$ cat config.mk
export PLATFORM = sky130hd
export DESIGN_NAME = ddr_port_arbiter
export DESIGN_NICKNAME = d
export VERILOG_FILES = /design/src/rtl/ddr_port_arbiter.sv
export SDC_FILE = /design/constraint.sdc
export NUM_CORES = 1
export LEC_CHECK = 0
export ABC_CLOCK_PERIOD_IN_PS = 5200
export CAP_MARGIN = 30
export CORE_MARGIN = 10
export CORE_UTILIZATION = 37
export DETAILED_ROUTE_END_ITERATION = 6
export PLACE_DENSITY = 0.95
export SETUP_SLACK_MARGIN = 0.15
export SLEW_MARGIN = 20
export SYNTH_ARGS = -nofsm -noshare
export SYNTH_HDL_FRONTEND = slang
export SYNTH_SLANG_ARGS = --single-unit
$ cat constraint.sdc
create_clock -name pll_ref_clk -period 5.2 [get_ports pll_ref_clk]
set_input_delay 0.78 -clock pll_ref_clk [delete_from_list [all_inputs] [get_ports pll_ref_clk]]
set_output_delay 0.78 -clock pll_ref_clk [all_outputs]
set_load 0.01 [all_outputs]
$ cat src/rtl/ddr_port_arbiter.sv
// Round-robin arbiter sharing one Avalon-MM burst port between a read
// client and a write client, with burst lock and read-beat tracking.
module ddr_port_arbiter #(
   parameter int AW        = 29,
   parameter int DW        = 32,
   parameter int BW        = 4,
   parameter int MAX_BURST = 8,
   parameter int MAX_OUT   = 16,
   parameter int OW        = $clog2(MAX_OUT + 1)
) (
   input  logic            pll_ref_clk,
   input  logic            global_reset_n,
   input  logic            rd_req,
   input  logic [AW-1:0]   rd_addr,
   input  logic [BW-1:0]   rd_burst,
   output logic            rd_gnt,
   output logic [DW-1:0]   rd_data,
   output logic            rd_data_valid,
   input  logic            wr_req,
   input  logic [AW-1:0]   wr_addr,
   input  logic [BW-1:0]   wr_burst,
   input  logic [DW-1:0]   wr_data,
   output logic            wr_data_ready,
   output logic            wr_done,
   output logic [AW-1:0]   avm_address,
   output logic            avm_read,
   output logic            avm_write,
   output logic [BW-1:0]   avm_burstcount,
   output logic [DW-1:0]   avm_writedata,
   output logic [DW/8-1:0] avm_byteenable,
   input  logic            avm_waitrequest,
   input  logic [DW-1:0]   avm_readdata,
   input  logic            avm_readdatavalid,
   output logic [OW-1:0]   outstanding,
   output logic            busy,
   output logic            err_underflow
);

   localparam logic [1:0] S_IDLE = 2'd0;
   localparam logic [1:0] S_RD   = 2'd1;
   localparam logic [1:0] S_WR   = 2'd2;

   logic [1:0]    state_q, state_d;
   logic [OW-1:0] out_q, out_d;
   logic          last_q, last_d;
   logic          err_q, err_d;
   logic [AW-1:0] addr_q, addr_d;
   logic [BW-1:0] burst_q, burst_d;
   logic [BW-1:0] beat_q, beat_d;

   logic [BW-1:0] rd_eff, wr_eff;
   logic [OW:0]   rd_sum, out_sum, out_dec;
   logic          rd_ok, gnt_rd, gnt_wr;
   logic          rd_acc, wr_acc, wr_last;

   function automatic logic [BW-1:0] eff(input logic [BW-1:0] b);
      if (b == '0) return BW'(1);
      else if (int'(b) > MAX_BURST) return BW'(MAX_BURST);
      else return b;
   endfunction

   assign rd_eff = eff(rd_burst);
   assign wr_eff = eff(wr_burst);
   assign rd_sum = (OW+1)'(out_q) + (OW+1)'(rd_eff);
   assign rd_ok  = rd_req && (int'(rd_sum) <= MAX_OUT);

   assign rd_acc  = (state_q == S_RD) && !avm_waitrequest;
   assign wr_acc  = (state_q == S_WR) && !avm_waitrequest;
   assign wr_last = wr_acc && (beat_q == burst_q - BW'(1));

   // Tie goes to the port that did not win last; last_q=1 means port 1
   assign gnt_rd = (state_q == S_IDLE) && rd_ok && (!wr_req || last_q);
   assign gnt_wr = (state_q == S_IDLE) && wr_req && !gnt_rd;

   always_comb begin
      state_d = state_q;
      last_d  = last_q;
      addr_d  = addr_q;
      burst_d = burst_q;
      beat_d  = beat_q;
      case (state_q)
         S_IDLE: begin
            if (gnt_rd) begin
               state_d = S_RD;
               addr_d  = rd_addr;
               burst_d = rd_eff;
            end else if (gnt_wr) begin
               state_d = S_WR;
               addr_d  = wr_addr;
               burst_d = wr_eff;
               beat_d  = '0;
            end
         end
         S_RD: begin
            if (rd_acc) begin
               state_d = S_IDLE;
               last_d  = 1'b0;
            end
         end
         S_WR: begin
            if (wr_acc) begin
               beat_d = beat_q + BW'(1);
               if (wr_last) begin
                  state_d = S_IDLE;
                  last_d  = 1'b1;
               end
            end
         end
         default: state_d = S_IDLE;
      endcase
   end

   assign out_sum = (OW+1)'(out_q) +
                    (rd_acc ? (OW+1)'(burst_q) : '0);
   assign out_dec = out_sum - (OW+1)'(1);

   // A beat arriving with nothing in flight is flagged, not counted
   always_comb begin
      err_d = err_q;
      out_d = out_sum[OW-1:0];
      if (avm_readdatavalid) begin
         if (out_q == '0) err_d = 1'b1;
         else out_d = out_dec[OW-1:0];
      end
   end

   always_ff @(posedge pll_ref_clk or negedge global_reset_n) begin
      if (!global_reset_n) begin
         state_q <= S_IDLE;
         out_q   <= '0;
         last_q  <= 1'b1;
         err_q   <= 1'b0;
         addr_q  <= '0;
         burst_q <= '0;
         beat_q  <= '0;
      end else begin
         state_q <= state_d;
         out_q   <= out_d;
         last_q  <= last_d;
         err_q   <= err_d;
         addr_q  <= addr_d;
         burst_q <= burst_d;
         beat_q  <= beat_d;
      end
   end

   assign avm_read       = (state_q == S_RD);
   assign avm_write      = (state_q == S_WR);
   assign avm_address    = addr_q;
   assign avm_burstcount = burst_q;
   assign avm_writedata  = wr_data;
   assign avm_byteenable = '1;
   assign rd_gnt         = rd_acc;
   assign wr_data_ready  = wr_acc;
   assign wr_done        = wr_last;
   assign rd_data        = avm_readdata;
   assign rd_data_valid  = avm_readdatavalid;
   assign outstanding    = out_q;
   assign busy           = (state_q != S_IDLE) || (out_q != '0);
   assign err_underflow  = err_q;

endmodule

==> summary.md <==
| Metric | Value |
|---|---|
| Register area | approximately 1200 sq um |
| Max clock buf depth | 2 |
| Hold buffer count at cts | 0 |
| Met2 WL post-DR | 4160 microns |
| Worst hold slack | 0.443 ns |
| Clock-pin transition on the worst setup and hold timing paths | 0.09 ns |
| Status | completed |
| Post-Place Cell Area | 3960 sq um |
| GPL Wtd Cong | around 0.85 |
| M1 WL | a little over 3000 microns |
| Top Metal Used | met4 |
| Max_slew headroom | 0.546 |
| Initial Utilization | 0.384 |
| Grt total ovfl | 0 |
| Post-synth EDFFs | 0 |
| DP HPWL | 7180 microns |
| WL final | 8720 microns |
| Psw | 0.755 mW |
| Port bufs | 117 |
| Crit-path most repeated cell | clkdlybuf4s50_1 |
| WL met3 | between 1000 and 1500 microns |
| Layout area overhead | 27.6% |
| H-Tree Depth | 2 |
| Clock power share | 0.106 |
| Critical path class | in2out |
| Synth Area per Inst | 10.7 sq um |
| Peak VDD IR | 0.267 mV |
| WP buf/inv | 2 |
| Max stage delay on crit path | 0.66 ns |
| Fmax | around 0.27 GHz |
| Latest clock arrival within the worst-skew pair | 0.30 ns |
| Nature of the critical path startpoint | input pin |
| Crit-path cells | clkdlybuf4s50_1 -> nor2_1 -> nand3_1 -> nor3_1 -> clkdlybuf4s50_1 |
| Wire length per cell after detailed routing | ~19 microns |
| CTS tree | yes |
| DP Worst Slack | between 1 and 1.5 ns |
| Final ANT Viol Nets | 0 |
| Slowest CP cell | clkdlybuf4s50_1 |
| CP Max Fanout | 8 |
| Vias | 2251 |
| Synth unique cells | 39 |
| Ys async rst share | 1.00 |
| Family with the most delay on the worst path | buffers and inverters |
| TritonCTS buffer count | 5 |
| Sequential cell area fraction in the yosys report | 0.361 |
| Final setup viols | 0 |
| CP Capture Type | output port |
| Min Tclk post-route | 3.76 ns |
| Yosys Warn Count | 0 |
| RSZ-0062 raised after global routing | no |
| Critical path arrival | 2.98 ns |
| Crit share post-route | 0.723 |
| Flops & latches, synth | 46 |
| Internal power | 1.39 mW |
| Vias in the first global route | approximately 2500 |
| Post-Syn Instances | 297 |
| Total Power | 2.15 mW |
| Final Slew Violations | 0 |
| Core Region | 8300 sq um |
| Post_cts resized | 0 |
| Sink Count | 46 |
| Largest net degree at the start of global routing | 40 |
| Postcts setup bufs | 0 |
| Nets | 498 |
| MaxCap Viol Count | 0 |
| Leakage | 1.73 nW |
| DR pass1 iterations | 4 |
| # rows | 33 |
| First-pass GRT wire length | 13800 microns |
| Share of layout cells above drive strength 1 | 0.217 |
| Initial antenna violation count | 0 |
| Fill cell count | around 700 |
| Global Route Usage Sum | 0.132 |
| Worst clock skew | approximately 0.011 ns |
| Antenna Cells | 0 |
| Worst-Margin Slew | between 0.6 and 0.7 ns |
| Post-route DRC violation count | 0 |
| DIE AREA | between 10000 and 15000 sq um |
| Combinational power share | 0.576 |
| Ys flop type | dfrtp_1 |
| Power Dens Cells | 528 nW/um^2 |
| Die Height | 113 microns |
| Setup slack after layout | ~1.4 ns |
| Vias per cell | 4.95 |
| Root Buffer | clkbuf_8 |
| Hold Vio Cnt, Final | 0 |
| Setup TNS | 0 ns |
| Seq pwr share | 0.319 |
| Mapped cell area | 3190 sq um |
| Die width | 113 microns |
| Multi-input logic area | 1440 sq um |
| Hold Crit Class | in2async |
| Worst Path Required | 4.42 ns |
| Starting DRT DRC Count | 102 |
| Post-route cell area | roughly 4000 sq um |
| Switching share of power | 0.351 |
| Io pins | 250 |
## routing by layer
layer	vias to the layer above	track usage
met1	1057	0.134
met5	-	0
met4	0	0.0651
met3	46	0.0766
li1	1034	-
met2	114	0.214
## cells by family after synthesis
family,after synthesis,share of synthesized area
buf+inv,87,0.189
fa+ha+maj,13,0.0557
xor+xnor,15,0.0412
simple gates,46,0.0714
compound gates,25,0.0495
mux,64,0.230
flops,46,0.361
other cells,1,0.00118
## layout make-up
class,count,share of cell area
Multi-Input combinational cell,167,0.355
Timing Repair Buffer,120,0.298
Sequential cell,46,0.283
Tap cell,105,0.0323
Clock buffer,7,0.0212
Inverter,9,0.00831
Clock inverter,1,0.00123
## placed cells by master, fill, tap and decap left out, types with 5 or more instances in the layout
master and n:
a21o_1 5, a21oi_1 6, clkbuf_8 6, clkdlybuf4s50_1 116, dfrtp_1 45, ha_1 11
inv_1 9, mux2_2 59, nand2_1 11, nor2_1 12, nor2b_1 6, o21ai_0 5
xnor2_1 11
## metrics by stage
step | cells | utilization
after global placement | 445 | 0.474
after global routing | 455 | 0.490
after detailed placement | 446 | 0.477
after floorplan | 300 | -
final | 455 | 0.490
after CTS | 454 | 0.488
## cell usage after synthesis, types with 3 or more instances
library cell | n | area share
nor2_1 | 12 | 0.014
inv_1 | 9 | 0.011
nand2_1 | 11 | 0.013
mux2_2 | 59 | 0.21
a21o_1 | 5 | 0.012
ha_1 | 11 | 0.043
a31oi_1 | 3 | 0.0059
mux2_4 | 4 | 0.019
nand2b_1 | 3 | 0.0059
a21oi_1 | 6 | 0.0094
xor2_1 | 4 | 0.011
xnor2_1 | 11 | 0.030
dfrtp_1 | 45 | 0.35
buf_4 | 69 | 0.16
o21ai_0 | 5 | 0.0078
nor2b_1 | 6 | 0.012
clkbuf_1 | 3 | 0.0035
nor3_1 | 4 | 0.0063
## sequential cells by signal, indices dropped and copies added, names as in the netlist
register / flops
avm_address: 29
avm_burstcount: 4
beat_q: 4
err_underflow: 1
last_q: 1
outstanding: 5
state_q: 2
## worst paths after layout
kind	slack (ns)	cells after the start	start	end
max	1.44	5	avm_waitrequest	wr_done
max in group asynchronous	4.15	2	global_reset_n	last_q$_DFFE_PN1P_
min in group pll_ref_clk	0.46	1	err_underflow$_DFFE_PN0P_	err_underflow$_DFFE_PN0P_
min	0.44	1	global_reset_n	avm_address[5]$_DFFE_PN0P_
max reg2reg	2.48	11	state_q[1]$_DFFE_PN0P_	outstanding[4]$_DFF_PN0_
min reg2reg	0.46	1	err_underflow$_DFFE_PN0P_	err_underflow$_DFFE_PN0P_
## power by group through the flow
stage               clock [mW]  combinational [mW]  sequential [mW]
global placement             0                1.20            0.676
detailed placement           0                1.24            0.690
global route             0.252                1.36            0.711
CTS                      0.237                1.25            0.684
floorplan                    0               0.709            0.725
finish                   0.227                1.24            0.685
## worst reg2reg max path, delay by kind of cell, from the launching register on
kind,cells,cell delay (ns)
AND/OR/NAND/NOR,4,1.01
XOR/XNOR,1,0.13
flip-flops,1,0.41
buffers and inverters,3,0.26
adder cells (fa/ha/maj),3,0.80
(Power assumes the default switching activity.)
